`config.mk`:
```
export PLATFORM = sky130hd
export DESIGN_NAME = conv_window_buffer_flat
export DESIGN_NICKNAME = d
export VERILOG_FILES = /design/src/rtl/ai_accelerator_pkg.sv /design/src/rtl/conv_window_buffer_if.sv /design/src/rtl/conv_window_buffer_line_buffer.sv /design/src/rtl/conv_window_buffer.sv /design/src/flat_wrapper.sv
export SDC_FILE = /design/constraint.sdc
export NUM_CORES = 1
export LEC_CHECK = 0
export CORE_MARGIN = 8
export CORE_UTILIZATION = 44
export DETAILED_ROUTE_END_ITERATION = 8
export GPL_TIMING_DRIVEN = 0
export SLEW_MARGIN = 20
export SYNTH_ARGS = -nofsm -noshare
export SYNTH_HDL_FRONTEND = slang
export SYNTH_SLANG_ARGS = --single-unit
```
`constraint.sdc`:
```
create_clock -name clk -period 5.45 [get_ports clk]
set_input_delay 0.545 -clock clk [delete_from_list [all_inputs] [get_ports clk]]
set_output_delay 0.545 -clock clk [all_outputs]
set_load 0.1 [all_outputs]
```
`src/rtl/ai_accelerator_pkg.sv`:
```
// Shared types and sizing constants for the conv2d accelerator datapath.
// The window buffer and the conv2d engine both import this package.
package ai_accelerator_pkg;

  localparam int DATA_WIDTH   = 8;
  localparam int FILTER_SIZE  = 3;
  localparam int RESULT_WIDTH = 2 * DATA_WIDTH + 4;

  typedef logic [DATA_WIDTH-1:0] pixel_t;
  // Indexed [row][col]; [0][0] is the oldest (top-left) pixel of the window.
  typedef pixel_t [FILTER_SIZE-1:0][FILTER_SIZE-1:0] patch_t;

  // Counter width that stays at least one bit for degenerate sizes.
  function automatic int idx_width(input int n);
    return (n > 1) ? $clog2(n) : 1;
  endfunction

endpackage

```
`src/rtl/conv_window_buffer_if.sv`:
```
// Pixel-stream input and window output handshakes of the window buffer.
// The master side is the pixel source plus window consumer; the slave side is the buffer.
interface conv_window_buffer_if #(
  parameter int IMG_WIDTH  = 8,
  parameter int IMG_HEIGHT = 8
);
  import ai_accelerator_pkg::*;

  localparam int ROW_W = idx_width(IMG_HEIGHT);
  localparam int COL_W = idx_width(IMG_WIDTH);

  logic             pix_valid;
  pixel_t           pix_data;
  logic             pix_ready;
  logic             win_valid;
  logic             win_ready;
  patch_t           image_patch;
  logic [ROW_W-1:0] win_row;
  logic [COL_W-1:0] win_col;
  logic             frame_done;

  modport master (
    output pix_valid, pix_data, win_ready,
    input  pix_ready, win_valid, image_patch, win_row, win_col, frame_done
  );

  modport slave (
    input  pix_valid, pix_data, win_ready,
    output pix_ready, win_valid, image_patch, win_row, win_col, frame_done
  );

endinterface

```
`src/rtl/conv_window_buffer_line_buffer.sv`:
```
// Enable-driven delay of exactly DEPTH accepted pixels: a DEPTH-1 entry RAM
// plus its registered read port, so dout is a plain register output.
module line_buffer
  import ai_accelerator_pkg::*;
#(
  parameter int DEPTH = 8
) (
  input  logic   clk,
  input  logic   rst,
  input  logic   en,
  input  pixel_t din,
  output pixel_t dout
);

  localparam int MEM_DEPTH = DEPTH - 1;
  localparam int PTR_W     = idx_width(MEM_DEPTH);
  localparam logic [PTR_W-1:0] PTR_LAST = PTR_W'(MEM_DEPTH - 1);

  pixel_t           mem [MEM_DEPTH];
  pixel_t           rd_reg;
  logic [PTR_W-1:0] ptr_reg;
  logic [PTR_W-1:0] ptr_next;

  always_comb begin
    ptr_next = ptr_reg;
    if (en) begin
      ptr_next = (ptr_reg == PTR_LAST) ? '0 : ptr_reg + 1'b1;
    end
  end

  always_ff @(posedge clk) begin
    if (rst) begin
      ptr_reg <= '0;
    end else begin
      ptr_reg <= ptr_next;
    end
  end

  // Storage is left unreset; stale data never reaches a valid window.
  always_ff @(posedge clk) begin
    if (en) begin
      rd_reg        <= mem[ptr_reg];
      mem[ptr_reg]  <= din;
    end
  end

  assign dout = rd_reg;

endmodule

```
`src/rtl/conv_window_buffer.sv`:
```
// Sliding FILTER_SIZE x FILTER_SIZE window generator over a raster pixel stream,
// emitting only fully-inside (valid-convolution) windows with their coordinates.
module conv_window_buffer
  import ai_accelerator_pkg::*;
#(
  parameter int IMG_WIDTH  = 8,
  parameter int IMG_HEIGHT = 8
) (
  input logic                 clk,
  input logic                 rst,
  conv_window_buffer_if.slave bus
);

  localparam int ROW_W = idx_width(IMG_HEIGHT);
  localparam int COL_W = idx_width(IMG_WIDTH);
  localparam logic [ROW_W-1:0] ROW_MAX  = ROW_W'(IMG_HEIGHT - 1);
  localparam logic [COL_W-1:0] COL_MAX  = COL_W'(IMG_WIDTH - 1);
  localparam logic [ROW_W-1:0] ROW_OFF  = ROW_W'(FILTER_SIZE - 1);
  localparam logic [COL_W-1:0] COL_OFF  = COL_W'(FILTER_SIZE - 1);
  localparam logic [ROW_W-1:0] ROW_LAST = ROW_W'(IMG_HEIGHT - FILTER_SIZE);
  localparam logic [COL_W-1:0] COL_LAST = COL_W'(IMG_WIDTH - FILTER_SIZE);

  logic [ROW_W-1:0] row_reg, row_next;
  logic [COL_W-1:0] col_reg, col_next;
  logic [ROW_W-1:0] win_row_reg;
  logic [COL_W-1:0] win_col_reg;
  logic             win_valid_reg;
  patch_t           patch_reg;

  logic   pix_ready;
  logic   accept;
  logic   window_done;
  pixel_t lb_in   [FILTER_SIZE-1];
  pixel_t lb_out  [FILTER_SIZE-1];
  pixel_t new_col [FILTER_SIZE];

  assign pix_ready   = !win_valid_reg || bus.win_ready;
  assign accept      = bus.pix_valid && pix_ready;
  assign window_done = (row_reg >= ROW_OFF) && (col_reg >= COL_OFF);

  // Line buffer gi holds rows delayed by gi+1; the oldest row lands at the top of the window.
  assign lb_in[0] = bus.pix_data;
  for (genvar gi = 1; gi < FILTER_SIZE - 1; gi++) begin : g_chain
    assign lb_in[gi] = lb_out[gi-1];
  end

  for (genvar gi = 0; gi < FILTER_SIZE - 1; gi++) begin : g_line
    line_buffer #(
      .DEPTH (IMG_WIDTH)
    ) u_line_buffer (
      .clk  (clk),
      .rst  (rst),
      .en   (accept),
      .din  (lb_in[gi]),
      .dout (lb_out[gi])
    );
    assign new_col[gi] = lb_out[FILTER_SIZE-2-gi];
  end
  assign new_col[FILTER_SIZE-1] = bus.pix_data;

  always_comb begin
    row_next = row_reg;
    col_next = col_reg;
    if (accept) begin
      if (col_reg == COL_MAX) begin
        col_next = '0;
        row_next = (row_reg == ROW_MAX) ? '0 : row_reg + 1'b1;
      end else begin
        col_next = col_reg + 1'b1;
      end
    end
  end

  always_ff @(posedge clk) begin
    if (rst) begin
      row_reg       <= '0;
      col_reg       <= '0;
      win_valid_reg <= 1'b0;
      win_row_reg   <= '0;
      win_col_reg   <= '0;
      patch_reg     <= '0;
    end else begin
      row_reg <= row_next;
      col_reg <= col_next;
      if (accept) begin
        for (int r = 0; r < FILTER_SIZE; r++) begin
          for (int c = 0; c < FILTER_SIZE - 1; c++) begin
            patch_reg[r][c] <= patch_reg[r][c+1];
          end
          patch_reg[r][FILTER_SIZE-1] <= new_col[r];
        end
      end
      // Accept is only possible once any held window is consumed, so loading wins over clearing.
      if (accept && window_done) begin
        win_valid_reg <= 1'b1;
        win_row_reg   <= row_reg - ROW_OFF;
        win_col_reg   <= col_reg - COL_OFF;
      end else if (bus.win_ready) begin
        win_valid_reg <= 1'b0;
      end
    end
  end

  assign bus.pix_ready   = pix_ready;
  assign bus.win_valid   = win_valid_reg;
  assign bus.image_patch = patch_reg;
  assign bus.win_row     = win_row_reg;
  assign bus.win_col     = win_col_reg;
  assign bus.frame_done  = win_valid_reg && bus.win_ready &&
                           (win_row_reg == ROW_LAST) && (win_col_reg == COL_LAST);

endmodule
```
`src/flat_wrapper.sv`:
```
// flat-port wrapper written by rule: the top's interface ports become plain ports
module conv_window_buffer_flat import ai_accelerator_pkg::*;
#(
  parameter int IMG_WIDTH  = 8,
  parameter int IMG_HEIGHT = 8
)
  (clk, rst, bus_pix_valid, bus_pix_data, bus_win_ready, bus_pix_ready, bus_win_valid, bus_image_patch, bus_win_row, bus_win_col, bus_frame_done);
  conv_window_buffer_if #(.IMG_WIDTH(IMG_WIDTH), .IMG_HEIGHT(IMG_HEIGHT)) bus_i ();
  input logic clk;
  input logic rst;
  input wire logic [$bits(bus_i.pix_valid)-1:0] bus_pix_valid;
  input wire logic [$bits(bus_i.pix_data)-1:0] bus_pix_data;
  input wire logic [$bits(bus_i.win_ready)-1:0] bus_win_ready;
  output wire logic [$bits(bus_i.pix_ready)-1:0] bus_pix_ready;
  output wire logic [$bits(bus_i.win_valid)-1:0] bus_win_valid;
  output wire logic [$bits(bus_i.image_patch)-1:0] bus_image_patch;
  output wire logic [$bits(bus_i.win_row)-1:0] bus_win_row;
  output wire logic [$bits(bus_i.win_col)-1:0] bus_win_col;
  output wire logic [$bits(bus_i.frame_done)-1:0] bus_frame_done;
  assign bus_i.pix_valid = bus_pix_valid;
  assign bus_i.pix_data = bus_pix_data;
  assign bus_i.win_ready = bus_win_ready;
  assign bus_pix_ready = bus_i.pix_ready;
  assign bus_win_valid = bus_i.win_valid;
  assign bus_image_patch = bus_i.image_patch;
  assign bus_win_row = bus_i.win_row;
  assign bus_win_col = bus_i.win_col;
  assign bus_frame_done = bus_i.frame_done;
  conv_window_buffer #(.IMG_WIDTH(IMG_WIDTH), .IMG_HEIGHT(IMG_HEIGHT)) u_core (.clk(clk), .rst(rst), .bus(bus_i));
endmodule
```
# After elaboration in Yosys (flattened, before gate mapping)

Memories as Yosys holds them, arrays and structs flattened. A register that Yosys moved wholly into a read port is not among the register bits.
Index checks and enable logic that the tools add are counted.

Bits in registers: 91
Bits in writable memories: 112
Input bits: 12
Output and inout bits: 81
Word-level logic and storage cells: 50
Memories kept: 2

Add/subtract/negate cells: 6
Magnitude comparators: 2
Eq/ne operators: 6
Mux-type cells: 8
Reduce and logical (&&, ||, !) cells: 10

Memory list:

| memory                             | depth | width | rd ports | clocked after Yosys merged registers in | write ports | RTL line                             | text |
|---|---|---|---|---|---|---|---|
| u_core.g_line[0].u_line_buffer.mem | 7     | 8     | 1        | 1                                       | 1           | conv_window_buffer_line_buffer.sv:19 | `pixel_t mem [MEM_DEPTH];` |
| u_core.g_line[1].u_line_buffer.mem | 7     | 8     | 1        | 1                                       | 1           | conv_window_buffer_line_buffer.sv:19 |  |

Operators with widths:

| operator                                                                             | number |
|---|---|
| 3-bit equality test (second input constant)                                          | 6 |
| 3-bit by 1-bit adder with 3-bit output (second input constant)                       | 4 |
| 3-bit two-way mux                                                                    | 4 |
| 3-bit by 2-bit greater-or-equal comparator with 1-bit output (second input constant) | 2 |
| 1-bit logical AND                                                                    | 6 |
| 3-bit by 2-bit subtractor with 3-bit output (second input constant)                  | 2 |
| 1-bit two-way mux                                                                    | 4 |
| 2-bit AND reduction                                                                  | 1 |
| 2-bit nonzero test                                                                   | 1 |
| 1-bit zero test                                                                      | 1 |
| 1-bit logical OR                                                                     | 1 |

# Longest topological paths before layout

Depth after elaboration: 5
Depth in mapped cells: 7

# Cells and area by module

A second synthesis with hierarchy kept.

Cells, all modules: 682
Area total of the unflattened synthesis: 8510.7 sq um

By module, submodules not included:

| module                                       | times used | cells each | area each (sq um) |
|---|---|---|---|
| conv_window_buffer                           | 1          | 386        | 3218.1 |
| line_buffer (u_core.g_line[1].u_line_buffer) | 1          | 148        | 2647.5 |
| line_buffer (u_core.g_line[0].u_line_buffer) | 1          | 148        | 2645.0 |

# Least setup slack after synthesis

No wires, ideal clock.

Kind: register to output
Start: register u_core.win_valid_reg, in the netlist u_core.bus.win_valid
End: output port bus_frame_done
Data arrival time: 2.453 ns
Required time: 4.905 ns
Slack: 2.452 ns
Cell stages (with the launch flop): 3
Buffers on the path: 0
Path through: dfxtp_1 -> nand4_1 -> nor2_1

Longest elaborated chain between the ends: 3

Ends and longest elaborated chain:

| item                           | RTL line                  | text |
|---|---|---|
| start: declaration             | conv_window_buffer.sv:27  | `logic win_valid_reg;` |
| start signal: assignment       | conv_window_buffer.sv:78  | `win_valid_reg <= 1'b0;` |
| start signal: assignment       | conv_window_buffer.sv:95  | `win_valid_reg <= 1'b1;` |
| start signal: assignment       | conv_window_buffer.sv:99  | `win_valid_reg <= 1'b0;` |
| 1-bit logical AND (2 in a row) | conv_window_buffer.sv:109 | `assign bus.frame_done = win_valid_reg && bus.win_ready &&` |
| 1-bit logical AND              | conv_window_buffer.sv:110 | `(win_row_reg == ROW_LAST) && (win_col_reg == COL_LAST);` |
| end: declaration               | flat_wrapper.sv:19        | `output wire logic [$bits(bus_i.frame_done)-1:0] bus_frame_done;` |

Every way passes these cells.

# Worst setup path in the final report

Start: input port bus_win_ready
End: output port bus_frame_done

Longest elaborated chain between the ends: 3

Ends and longest elaborated chain:

| item                           | RTL line                  | text |
|---|---|---|
| start: declaration             | flat_wrapper.sv:13        | `input wire logic [$bits(bus_i.win_ready)-1:0] bus_win_ready;` |
| 1-bit logical AND (2 in a row) | conv_window_buffer.sv:109 |  |
| 1-bit logical AND              | conv_window_buffer.sv:110 |  |

Every way passes these cells.

==> metrics.md <==
| Metric | Value |
|---|---|
| Netlist cell types | 40 |
| Final Skew | 0.0141 ns |
| Primary flip-flop cell chosen by synthesis mapping | edfxtp_1 |
| Core Rows | 50 |
| Clock tree sinks | 219 |
| Count of unresolved DRC violations after routing | 0 |
| Netlist area before placement | 0.00825 mm2 |
| Via count of the first global-routing pass | 5,725 |
| Post-synthesis instance total | 682 |
| CTS tree | yes |
| Hold Crit Start | u_core.bus.image_patch[48]$_SDFFE_PP0P_ |
| Per-instance average area after synthesis | 12.1 um2 |
| Headroom to the max-slew limit | 0.319 |
| Overall die area | 0.0234 mm2 |
| Vert. Die Dim | 153 um |
| Achievable Freq | 0.340 GHz |
| Area of the core region | 0.0186 mm2 |
| Hold buffer count at CTS | 0 |
| Largest net degree at the start of global routing | 26 |
| Count of H-tree levels built during CTS | 1 |
| Most flop-heavy register | u_core.g_line.u_line_buffer.mem |
| N_diodes | 0 |
| Clock latency of the later-clocked register in the worst-skew pair | 0.49 ns |
| Nets in the synthesized netlist | 702 |
| Type of the worst setup path | input pin to output port |
| Sum of net half-perimeters after detailed placement | 13,800 um |
| Post-DR vias/cell | 5.30 |
| Total number of vias | 5,574 |
| Static Leak | 0.00344 uW |
| Sequential-to-total area share from yosys stat | 0.686 |
| Multi-input gate area in the final layout | 0.00234 mm2 |
| Number of antenna-violating nets in the routed design | 0 |
| Total Wirelength | 19,300 um |
| Final Non-Filler Cells | 1,051 |
| Post-CTS resize count | 0 |
| Critical path launch point type | input pin |
| Layout cell share with drive strength beyond 1 | 0.115 |
| Filler instances | 1,557 |
| Number of warning messages in the yosys log | 0 |
| Starting utilization of the core area | 0.444 |
| Slew Limit Fails | 0 |
| Clock-pin transition on the worst setup and hold timing paths | 0.06 ns |
| Fraction of registers with async set/reset | 0 |
| Outcome | finished clean |
| Drt first pass iters | 5 |
| Start of the worst register-to-register path | u_core.g_line[0].u_line_buffer.ptr_reg[0]$_SDFFE_PP0P_ |
| FF+latch count, synth | 219 |
| Horiz. Die Dim | 153 um |
| Number of antenna violations at the first check in global routing | 0 |
| Top-level I/O count | 93 |
| Total grt overflow | 0 |
| Hold/Removal Path Class | flip-flop to flip-flop |
| TritonCTS buffer count | 22 |
| Critical path endpoint category | output port |
| Flip-flop count of the largest register, all copies and words added | 112 |
| Setup violations, final | 0 |
| Peak VDD IR | 0.196 mV |
| Count of flip-flops with a built-in enable after synthesis | 128 |
| Seq. cell area | 0.00567 mm2 |
| Largest fanout on the critical path | 2 |
| Total Nets Final | 821 |
| Period minus WS final | 2.94 ns |
| Worst Tran Pin Value | 1.02 ns |
| Power per unit of standard cell area | 364 mW/mm2 |
| Iteration-0 DRC count of the detailed router | 377 |
| Data arrival at the endpoint of the critical path | 2.40 ns |
| Hold Fails Final Rpt | 0 |
| Wire length of the first global-routing pass | 30,700 um |
| Clock buffer depth | 3 |
| Last weighted congestion value of the routability-driven placer | 0.819 |
| Overall track demand over capacity in global routing | 0.162 |
| Root Buffer | clkbuf_16 |
| PortBufs | 92 |
| Cells after DPL | 1,011 |
| Area added between synthesis and finish | 24.3% |
| Final worst path period share | 0.540 |
| Average wire per cell in the routed design | 18.3 um |
| Setup fix buffers added after clock tree synthesis | 0 |
| Number of max-capacitance violations reported | 0 |
| Start point of the critical path | bus_win_ready |
| Required time reported for the critical path endpoint | 4.91 ns |
| Setup TNS | 0 ns |
| Unrepaired setup endpoints after global routing | false |
kinds of logic (layout without fill, tap and decap cells):
kind of cell | Yosys count | count (layout) | share of synthesized area
AO/OA/AOI/OAI | 135 | 135 | 0.0928
adder cells (fa/ha/maj) | 8 | 8 | 0.0121
buffers and inverters | 56 | 191 | 0.0349
flip-flops | 219 | 219 | 0.686
multiplexers | 35 | 35 | 0.0575
AND/OR/NAND/NOR | 229 | 229 | 0.116
cells in the mapped netlist, drive strengths merged, types with 10 or more instances:
cell type  instances  share of area
nand2            174          0.079
edfxtp           128           0.47
dfxtp             91           0.22
a21oi             86          0.052
buf               28          0.022
o21ai             22          0.013
nor2              20         0.0091
clkbuf            18         0.0082
mux2i             17          0.021
inv               10         0.0045
layer usage:
| layer | global-route usage | vias up | routed length (um) |
|---|---|---|---|
| met5 | 0 | - | 0 |
| li1 | - | 2663 | - |
| met3 | 0.0369 | 25 | 1100 |
| met1 | 0.201 | 2738 | 8310 |
| met4 | 0.0405 | 0 | 304 |
| met2 | 0.282 | 148 | 9570 |
through the flow:
stage	power [uW]	setup slack, ns	util	hold WS (ns)	area [um2]
final	3730	2.51	0.552	0.458	10300
after global routing	3850	2.39	0.552	0.477	10300
after CTS	3750	2.49	0.552	0.460	10300
after detailed placement	2260	2.40	0.512	0.449	9520
after global placement	2250	1.95	0.509	0.445	9470
after floorplan	2140	2.45	-	0.462	8250
final timing paths:
path	end	slack, ns	depth (start not counted)
max reg2reg	u_core.g_line[0].u_line_buffer.mem[5][5]$_DFFE_PP_	3.24	4
min reg2reg	u_core.bus.image_patch[48]$_SDFFE_PP0P_	0.46	2
max	bus_frame_done	2.51	4
min	u_core.bus.image_patch[48]$_SDFFE_PP0P_	0.46	2
final cells by class:
type,instances,share of cell area
plain buffers,46,0.0244
inverters,10,0.00366
repair buffers,95,0.0913
multi-input cells,407,0.228
clock inverters,7,0.00598
well taps,234,0.0285
flip-flops and latches,219,0.552
clock buffers,33,0.0658
placed cells by master (no fill, tap or decap), types with 8 or more instances in the layout:
cell / n
clkbuf_16: 24
inv_1: 9
mux2i_1: 17
mux4_2: 9
a21oi_1: 86
buf_4: 12
nand2_1: 173
buf_2: 17
nor2_1: 20
a211oi_1: 9
clkdlybuf4s50_1: 92
edfxtp_1: 128
mux2_2: 9
ha_1: 8
o21ai_0: 16
clkbuf_1: 23
dfxtp_1: 91
where the power goes:
group | leakage (uW) | internal, uW | switching, uW
combinational | 0.00116 | 103 | 271
clock | 0.000362 | 903 | 602
sequential | 0.00192 | 1810 | 38.0
total | 0.00344 | 2820 | 911
worst max-delay path, stage by stage:
cell,delay [ns]
clkdlybuf4s50_1,0.50
nand4bb_1,0.10
nor2_1,0.10
clkdlybuf4s50_1,1.14
Note: power is estimated with default switching activity, not from simulation.
